==> src/rtl/seg7_pkg.sv <==
// seg7_pkg: shared constants and helpers for the seven-segment scan driver.
//   SEG_OFF     all segments dark (active-low lines, a..g)
//   SEG_GLYPH   hex glyph table indexed by nibble, bit order [0:6] = a..g, 0 = lit
//   hex_to_seg  nibble -> segment pattern lookup
package seg7_pkg;

    localparam logic [0:6] SEG_OFF = 7'b1111111;

    localparam logic [0:6] SEG_GLYPH [16] = '{
        7'b0000001, 7'b1001111, 7'b0010010, 7'b0000110,
        7'b1001100, 7'b0100100, 7'b0100000, 7'b0001111,
        7'b0000000, 7'b0001100, 7'b0001000, 7'b1100000,
        7'b0110001, 7'b1000010, 7'b0110000, 7'b0111000
    };

    function automatic logic [0:6] hex_to_seg(input logic [3:0] nibble);
        return SEG_GLYPH[nibble];
    endfunction

endpackage

==> src/rtl/seg7_scan_prescaler.sv <==
// seg7_scan_prescaler: slot counter for the digit scan.
//   clk        in   system clock
//   resetn     in   asynchronous active-low reset
//   en         in   count enable (held low for the first edge after reset release)
//   pcnt_next  out  value pcnt takes on the coming edge
//   tick       out  pcnt == PRESCALE-1 while enabled (last cycle of a slot)
module seg7_scan_prescaler #(
    parameter int unsigned PRESCALE = 50000,
    parameter int unsigned CW       = (PRESCALE > 1) ? $clog2(PRESCALE) : 1
) (
    input  logic          clk,
    input  logic          resetn,
    input  logic          en,
    output logic [CW-1:0] pcnt_next,
    output logic          tick
);

    logic [CW-1:0] pcnt_q;

    always_comb begin
        tick      = en && (pcnt_q == CW'(PRESCALE - 1));
        pcnt_next = pcnt_q;
        if (en) begin
            pcnt_next = tick ? '0 : pcnt_q + 1'b1;
        end
    end

    always_ff @(posedge clk or negedge resetn) begin
        if (!resetn) begin
            pcnt_q <= '0;
        end else begin
            pcnt_q <= pcnt_next;
        end
    end

endmodule

==> src/rtl/seg7_scan_driver.sv <==
// seg7_scan_driver: time-multiplexed driver for NUM_DIGITS common-anode hex digits.
//   clk         in   system clock
//   resetn      in   asynchronous active-low reset
//   value       in   4*NUM_DIGITS hex nibbles, nibble k -> digit k
//   load        in   strobe: copy value into the shadow register
//   blank_mask  in   bit k forces digit k dark (sampled live)
//   seg         out  segment lines a..g, active-low, registered
//   an          out  digit enables, active-low, registered
// Optional: define SEG7_LEADING_ZERO_BLANK_EN to keep leading zero digits dark
// (digit 0 is always shown).
module seg7_scan_driver
    import seg7_pkg::*;
#(
    parameter int unsigned NUM_DIGITS   = 4,
    parameter int unsigned PRESCALE     = 50000,
    parameter int unsigned BLANK_CYCLES = 16
) (
    input  logic                    clk,
    input  logic                    resetn,
    input  logic [4*NUM_DIGITS-1:0] value,
    input  logic                    load,
    input  logic [NUM_DIGITS-1:0]   blank_mask,
    output logic [0:6]              seg,
    output logic [NUM_DIGITS-1:0]   an
);

    localparam int unsigned IW = (NUM_DIGITS > 1) ? $clog2(NUM_DIGITS) : 1;
    localparam int unsigned PW = (PRESCALE > 1) ? $clog2(PRESCALE) : 1;
    localparam logic [IW-1:0] IDX_LAST = IW'(NUM_DIGITS - 1);

    // run_q holds the scan still for the first edge after reset release.
    logic                    run_q;
    logic [4*NUM_DIGITS-1:0] shadow_q, shadow_d;
    logic [IW-1:0]           idx_q, idx_d;
    logic [PW-1:0]           pcnt_next;
    logic                    tick;
    logic                    guard;
    logic                    dark;
    logic [NUM_DIGITS-1:0]   suppress;
    logic [NUM_DIGITS-1:0]   an_d;
    logic [0:6]              seg_d;
`ifdef SEG7_LEADING_ZERO_BLANK_EN
    logic                    leading;
`endif

    seg7_scan_prescaler #(
        .PRESCALE (PRESCALE),
        .CW       (PW)
    ) u_prescaler (
        .clk       (clk),
        .resetn    (resetn),
        .en        (run_q),
        .pcnt_next (pcnt_next),
        .tick      (tick)
    );

    always_comb begin
        shadow_d = load ? value : shadow_q;

        idx_d = idx_q;
        if (tick) begin
            idx_d = (idx_q == IDX_LAST) ? '0 : idx_q + 1'b1;
        end

        suppress = '0;
`ifdef SEG7_LEADING_ZERO_BLANK_EN
        // Walk down from the top digit; stay dark until the first non-zero nibble.
        leading = 1'b1;
        for (int k = int'(NUM_DIGITS) - 1; k >= 1; k--) begin
            if (shadow_d[4*k +: 4] != 4'h0) begin
                leading = 1'b0;
            end
            suppress[k] = leading;
        end
`endif

        // Outputs are registered, so decode from next-state pcnt/idx/shadow.
        guard = (32'(pcnt_next) < BLANK_CYCLES);
        dark  = guard || blank_mask[idx_d] || suppress[idx_d];
        an_d  = dark ? '1 : ~(NUM_DIGITS'(1) << idx_d);
        seg_d = dark ? SEG_OFF : hex_to_seg(shadow_d[4*idx_d +: 4]);
    end

    always_ff @(posedge clk or negedge resetn) begin
        if (!resetn) begin
            run_q    <= 1'b0;
            shadow_q <= '0;
            idx_q    <= '0;
            an       <= '1;
            seg      <= SEG_OFF;
        end else begin
            run_q    <= 1'b1;
            shadow_q <= shadow_d;
            idx_q    <= idx_d;
            an       <= an_d;
            seg      <= seg_d;
        end
    end

endmodule

==> config.mk <==
export PLATFORM = sky130hd
export DESIGN_NAME = seg7_scan_driver
export DESIGN_NICKNAME = d
export VERILOG_FILES = /design/src/rtl/seg7_pkg.sv /design/src/rtl/seg7_scan_prescaler.sv /design/src/rtl/seg7_scan_driver.sv
export SDC_FILE = /design/constraint.sdc
export NUM_CORES = 1
export LEC_CHECK = 0
export ABC_CLOCK_PERIOD_IN_PS = 3700
export CAP_MARGIN = 5
export CORE_MARGIN = 5
export CORE_UTILIZATION = 55
export CTS_BUF_LIST = sky130_fd_sc_hd__clkbuf_8
export DETAILED_ROUTE_END_ITERATION = 7
export HOLD_SLACK_MARGIN = 0.12
export PLACE_DENSITY_LB_ADDON = 0.05
export SLEW_MARGIN = 20
export SYNTH_ARGS = -nofsm -noshare
export SYNTH_HDL_FRONTEND = slang
export SYNTH_SLANG_ARGS = --single-unit
==> constraint.sdc <==
create_clock -name clk -period 3.7 [get_ports clk]
set_input_delay 0.555 -clock clk [delete_from_list [all_inputs] [get_ports clk]]
set_output_delay 0.555 -clock clk [all_outputs]
set_load 0.1 [all_outputs]
==> results.md, run 1 <==
* Initial Util at 56.9%
* Worst Tran Pin Value at 0.983 ns
* Cells after Synth at 219
* Antenna violations before repair at 0
* Critical Path RT at 3.91 ns
* Pwr dens at 514 nW/µm²
* GRT Util Overall at 17.1%
* Pleak at 1.29 nW
* Register area share after synthesis at 47.0%
* Worst hold path class: in2async
* Post-DP HPWL at 3.65 mm
* Number of flops mapped to enable cells by yosys at 0
* Vias at 1730
* Hold-fix buffers at CTS at 0
* WL per Instance at 15.8 µm
* Cell Rows at 24
* Register Area at 1160 µm²
* Vias in the first global route at 1709
* Clk_lat worst skew at 0.29 ns
* Mapped Area at 2480 µm²
* Post-route DRC at 0
* Post-synth top area share at 35.3%
* Top cell by count, worst path: mux2i_1
* Max VDD drop at 0.000364 V
* Post-CTS sizing at 0
* Sink Count at 46
* First-pass DRT Iterations at 4
* Skew final at 0.00786 ns
* Ys async rst share at 100%
* # diodes at 0
* MaxCap Viol Count at 0
* CTS Root Cell: clkbuf_8
* Setup TNS at 0 ns
* Hold Vio Cnt, Final at 0
* Num CTS Buffers at 5
* Drt via density at 5.60
* First-pass GRT wire length at 8.31 mm
* Total power at 0.00152 W
* PortBufs at 33
* Die H at 77.1 µm
* Clk buf depth at 2
* Final period util at 89.7%
* Finish-stage setup viols at 0
* Status: finished, final reports clean
* Yosys warns at 0
* Post-synthesis net count at 249
* Switch Pwr at 0.000586 W
* Area after DPL at 2860 µm²
* CTS tree: built
* Post-route ant nets at 0
* Post-synth cell types at 54
* Hold_ws at 0.256 ns
* FF-to-FF path depth at 12
* Syn Area/Cell at 11.3 µm²
* I/O pin total at 34
* GPL Wtd Cong at 0.853
* Critical path startpoint category: register
* CP Cell Sequence: or4_4 > nor3_4 > a21boi_2 > nor2_4 > clkinv_8 > mux2i_1 > mux2i_1 > inv_1 > ha_1 > mux2i_1 > nor2_1 > o31ai_1
* Max-slew violation count at 0
* Clk pwr share at 20.1%
* Synth Register Bits at 46
* Post-Layout Inst Area at 2960 µm²
* Crit path DAT at 3.53 ns
* CP Capture Type: register
* Grt ovf at 0
* Die W at 77.1 µm
* Cell internal pwr at 0.000932 W
* Final wirelength at 4.87 mm
* FMAX at 0.301 GHz
* DRT iter0 DRCs at 146
* CP max stage cell: or4_4
* Crit-path max FO at 7
* Layout fillers at 353
* Sequential power share at 43.8%
* Largest net degree at the start of global routing at 47
* Post-synth top flop: dfrtp_1
* Die area at 5950 µm²
* Setup repair bufs after CTS at 0
* Util after Layout at 67.9%
* Max_slew headroom at 34.3%
* Layout Area Growth over Synthesis at 19.3%
* Sw Ratio at 38.6%
* Layout Nets at 286
* Area of the multi-input gates at 1220 µm²
* Logic pwr share at 36.1%
* Core area at 4350 µm²
* Max incr delay on CP at 0.57 ns
* Clk pin slew, worst setup/hold paths at 0.08 ns
* CTS H-Tree Depth at 2
* RSZ-0062 raised after global routing: no
* Tmin final at 3.32 ns
* Synth area leaders: dfrtp_1 35%, dfstp_2 12%, mux2_2 7.7%
* WS Path Type: reg2reg
* Area leader, netlist: dfrtp_1
* Share of layout cells above drive strength 1 at 23.0%
## metrics by stage
| stage | setup WS, ns | std cells |
|---|---|---|
| final | 0.380 | 309 |
| after global routing | 0.109 | 309 |
| after global placement | 0.403 | 301 |
| after detailed placement | 0.395 | 301 |
| after floorplan | 0.574 | 219 |
| after CTS | 0.372 | 309 |
## routing by layer
layer  routed length [µm]  GRT usage [%]
met5                    0              0
met4                   19           4.12
met3                  238           4.33
met2                 2210           24.9
met1                 2400           25.4
## final cells by class
type,count,area share [%]
multi-input cells,156,41.4
inverters,9,1.57
clock buffers,6,2.79
flip-flops and latches,46,39.4
repair buffers,38,12.4
well taps,52,2.20
clock inverters,2,0.296
## synth_stat cells, types with 3 or more instances
cell and number:
a21oi_1 3, mux2_2 17, ha_1 7, a21o_1 4, mux2i_1 13, nor4_1 4
and3_1 3, nor3_1 4, clkbuf_1 3, nand2_1 11, xnor2_1 8, inv_1 7
xor2_1 7, nor2_1 17, dfstp_2 11, nand3_1 13, nand4_1 4, dfrtp_1 35
## cell usage in the layout, fill, tap and decap left out, types with 2 or more instances in the layout
master,count
nand4_1,4
dfstp_2,11
a22oi_1,2
a31oi_1,2
xnor2_1,8
clkdlybuf4s50_1,32
nand2_1,11
o21ai_2,2
nor4_1,4
o31ai_1,2
and3_1,3
o21ai_0,2
clkbuf_8,6
ha_1,7
buf_4,6
inv_1,8
mux2_2,17
and2_1,2
a21o_1,4
xor2_1,7
a21oi_1,3
a211oi_1,2
nor3_1,4
or3_1,2
nand3_1,13
or3_4,2
dfrtp_1,35
nor3_4,2
nor2_1,17
mux2_4,2
o221ai_1,2
mux2i_1,13
## power groups by stage
stage | combinational, W | clock [W] | sequential (W)
2_1_floorplan | 0.000202 | 0 | 0.000882
3_5_place_dp | 0.000550 | 0 | 0.000674
5_1_grt | 0.000582 | 0.000341 | 0.000678
3_3_place_gp | 0.000544 | 0 | 0.000671
4_1_cts | 0.000552 | 0.000316 | 0.000666
6_report | 0.000549 | 0.000305 | 0.000665
## worst max-delay path, delay by kind of cell, from the launching register on
kind | cells | cell delay (ns)
AND/OR/NAND/NOR | 4 | 1.17
multiplexers | 3 | 0.65
AO/OA/AOI/OAI | 2 | 0.38
adder cells (fa/ha/maj) | 1 | 0.37
buffers and inverters | 2 | 0.22
flip-flops | 1 | 0.44
## state kept, by name (all words and copies together) (netlist names)
signal              cells
an                      4
idx_q                   2
run_q                   1
seg                     7
shadow_q               16
u_prescaler.pcnt_q     16
## worst paths after layout
kind | from | to | slack [ns]
min in group clk | shadow_q[3] | shadow_q[3] | 0.51
max reg2reg | u_prescaler.pcnt_q[5] | seg[3] | 0.38
max | u_prescaler.pcnt_q[5] | seg[3] | 0.38
min | resetn | shadow_q[7] | 0.26
max in group asynchronous | resetn | shadow_q[4] | 3.05
min reg2reg | shadow_q[3] | shadow_q[3] | 0.51
## cell families (layout without fill, tap and decap cells)
group | after synthesis | in the layout | share of synthesized area [%]
adder cells (fa/ha/maj) | 7 | 7 | 3.53
AO/OA/AOI/OAI | 31 | 31 | 10.4
AND/OR/NAND/NOR | 70 | 70 | 15.8
other | 1 | 1 | 0.151
multiplexers | 32 | 32 | 14.2
XOR/XNOR | 15 | 15 | 5.30
buffers and inverters | 17 | 55 | 3.63
flip-flops | 46 | 46 | 47.0
No activity file was read; power rests on OpenSTA's default activity.
==> run 2: changes to the inputs <==
--- a/config.mk
+++ b/config.mk
@@ -7,6 +7,7 @@
 export LEC_CHECK = 0
 export ABC_CLOCK_PERIOD_IN_PS = 3700
 export CAP_MARGIN = 5
+export CORE_ASPECT_RATIO = 0.5
 export CORE_MARGIN = 5
 export CORE_UTILIZATION = 55
 export CTS_BUF_LIST = sky130_fd_sc_hd__clkbuf_8
==> run 2 against run 1 <==
Critical path type unchanged. Critical path depth grew 1. Hold slack lost 0.020 ns. Sequential share of layout area is essentially flat. Die area grew 1.4%. Setup slack lost 0.024 ns. Sequential power is essentially flat. Combinational power shrank 0.7%. Register-to-register slack lost 0.02 ns. Via count grew 2.0%. First-iteration DRC count shrank 4.8%. Final cell count grew 1.3%. Wire length grew 2.6%. Largest cell class unchanged.
==> results.md, run 2 (synthesis gave the netlist of run 1 again) <==
* Pleak at 1.28 nW (-0.81%)
* GPL Wtd Cong at 0.825 (-3.3%)
* Clk pin slew, worst setup/hold paths at 0.09 ns (about the same)
* Sequential power share at 43.7% (about the same)
* Setup ws final at 0.356 ns (-0.0236 ns)
* Sink Count at 46 (unchanged)
* Final wirelength at 5.00 mm (+2.6%)
* CTS Root Cell: clkbuf_8
* GRT Util Overall at 17.6% (+0.54 points)
* Logic pwr share at 35.9% (-0.2 points)
* Antenna violations before repair at 0 (unchanged)
* Max VDD drop at 0.000465 V (+28%)
* CTS H-Tree Depth at 2 (unchanged)
* RR Startpoint: u_prescaler.pcnt_q[0]
* Sw Ratio at 38.8% (+0.22 points)
* Crit-path max FO at 7 (unchanged)
* Final period util at 90.4% (+0.64 points)
* Layout Nets at 285 (-0.35%)
* R2R Path End: seg[3]
* FF-to-FF path depth at 13 (+1)
* PortBufs at 33 (unchanged)
* Biggest regs: shadow_q x16, u_prescaler.pcnt_q x16, seg x7
* Initial Util at 56.6% (-0.36 points)
* FMAX at 0.299 GHz (-0.71%)
* Critical Path Sink: seg[3]
* Tmin final at 3.34 ns (+0.0236 ns)
* Cell internal pwr at 0.000931 W (-0.16%)
* Post-route ant nets at 0 (unchanged)
* RSZ-0062 raised after global routing: no
* Total power at 0.00152 W (+0.19%)
* Status: finished, final reports clean
* First-pass GRT wire length at 8.55 mm (+2.9%)
* Finish-stage setup viols at 0 (unchanged)
* Critical path startpoint category: register
* Post-route DRC at 0 (unchanged)
* Vias at 1764 (+2.0%)
* Cell Rows at 17 (-29%)
* DRT iter0 DRCs at 139 (-4.8%)
* Drt via density at 5.64 (+0.66%)
* Critical Path RT at 3.91 ns (about the same)
* MaxCap Viol Count at 0 (unchanged)
* Hold-fix buffers at CTS at 0 (unchanged)
* WS Path Type: reg2reg
* First-pass DRT Iterations at 6 (+2)
* Die H at 57.5 µm (-25%)
* Core area at 4380 µm² (+0.63%)
* Die W at 105 µm (+36%)
* Worst Tran Pin Value at 0.975 ns (-0.00770 ns)
* Setup repair bufs after CTS at 0 (unchanged)
* CTS tree: built
* CP Capture Type: register
* Hold Vio Cnt, Final at 0 (unchanged)
* Die area at 6030 µm² (+1.4%)
* Crit path DAT at 3.55 ns (+0.02 ns)
* Switch Pwr at 0.000590 W (+0.75%)
* Clk pwr share at 20.4% (+0.3 points)
* # diodes at 0 (unchanged)
* Most frequent cells in the layout: 35 x dfrtp_1, 32 x clkdlybuf4s50_1, 17 x nor2_1, 17 x mux2_2, 13 x nand3_1
* Pwr dens at 514 nW/µm² (+0.11%)
* Commonest non-fill, non-tap cell in the layout: dfrtp_1
* Worst Setup SP: u_prescaler.pcnt_q[0]
* Largest net degree at the start of global routing at 47 (unchanged)
* Post-CTS sizing at 0 (unchanged)
* WL per Instance at 16.0 µm (+1.3%)
* Clk_lat worst skew at 0.30 ns (about the same)
* R2R Setup Slk at 0.36 ns (-0.02 ns)
* Post-DP HPWL at 3.73 mm (+2.1%)
* Grt ovf at 0 (unchanged)
* Max_slew headroom at 34.1% (-0.14 points)
* Clk buf depth at 2 (unchanged)
* Setup TNS at 0 ns (unchanged)
* Share of layout cells above drive strength 1 at 23.0% (+0.090 points)
* Layout Area Growth over Synthesis at 19.4% (about the same)
* Dpl ws at 0.295 ns (-0.0993 ns)
* Worst hold path class: in2async
* I/O pin total at 34 (unchanged)
* Max-slew violation count at 0 (unchanged)
* Num CTS Buffers at 5 (unchanged)
* Vias in the first global route at 1801 (+5.4%)
* Skew final at 0.00892 ns (+0.00106 ns)
[run 2: changes by cell type in the layout (fill, tap and decap cells not counted)]
cell,delta
buf_4,-1
mux2i_1,-1
mux2i_2,+1
[run 2: stage by stage]
stage                     area [µm²]  utilization [%]  instances  hold slack (ns)
after floorplan                 2480                -        219            0.259
after global placement          2860             65.3        305            0.487
after detailed placement        2860             65.3        305            0.489
after CTS                       2950             67.4        313            0.457
after global routing            2960             67.5        313            0.289
final                           2960             67.5        313            0.236
[run 2: worst max-delay path: stages, from the launching register on]
cell      delay (ns)
dfrtp_1         0.41
ha_1            0.27
nand3_1         0.24
or3_4           0.50
nor3_4          0.27
nor2_4          0.11
clkinv_8        0.08
mux2i_1         0.08
mux2i_2         0.32
inv_1           0.11
ha_1            0.37
mux2i_1         0.20
nor2_1          0.05
o31ai_1         0.24
[run 2: power by group through the flow]
stage | combinational, W | clock, W | sequential (W)
after floorplan | 0.000202 | 0 | 0.000882
after global placement | 0.000540 | 0 | 0.000670
after detailed placement | 0.000545 | 0 | 0.000676
after CTS | 0.000546 | 0.000321 | 0.000666
after global routing | 0.000582 | 0.000346 | 0.000679
final | 0.000545 | 0.000311 | 0.000665
[run 2: cell type report]
class / count / area (µm²)
repair buffers: 37 / 358
fillers: 367 / 1420
clock inverters: 2 / 8.76
clock buffers: 6 / 82.6
inverters: 9 / 46.3
well taps: 57 / 71.3
multi-input cells: 156 / 1230
flip-flops and latches: 46 / 1160
[run 2: routing by layer]
layer	GRT usage [%]	up-vias	routed length [µm]
li1	-	857	-
met4	5.83	0	80
met5	0	-	0
met1	23.5	855	2410
met3	4.97	9	210
met2	28.1	43	2300
[run 2: worst min-delay path by stage]
stage	endpoint	slack, ns	from
2_1_floorplan	idx_q[0]	0.26	resetn
3_3_place_gp	shadow_q[1]	0.49	shadow_q[1]
3_5_place_dp	shadow_q[0]	0.49	shadow_q[0]
4_1_cts	u_prescaler.pcnt_q[1]	0.46	resetn
5_1_grt	run_q	0.29	resetn
6_report	u_prescaler.pcnt_q[14]	0.24	resetn
==> run 3: changes to the inputs <==
--- a/config.mk
+++ b/config.mk
@@ -14,6 +14,7 @@
 export DETAILED_ROUTE_END_ITERATION = 7
 export HOLD_SLACK_MARGIN = 0.12
 export PLACE_DENSITY_LB_ADDON = 0.05
+export SKIP_LAST_GASP = 1
 export SLEW_MARGIN = 20
 export SYNTH_ARGS = -nofsm -noshare
 export SYNTH_HDL_FRONTEND = slang
==> results of run 3 <==
Final layout, timing and power as in run 2 (identical DEF).
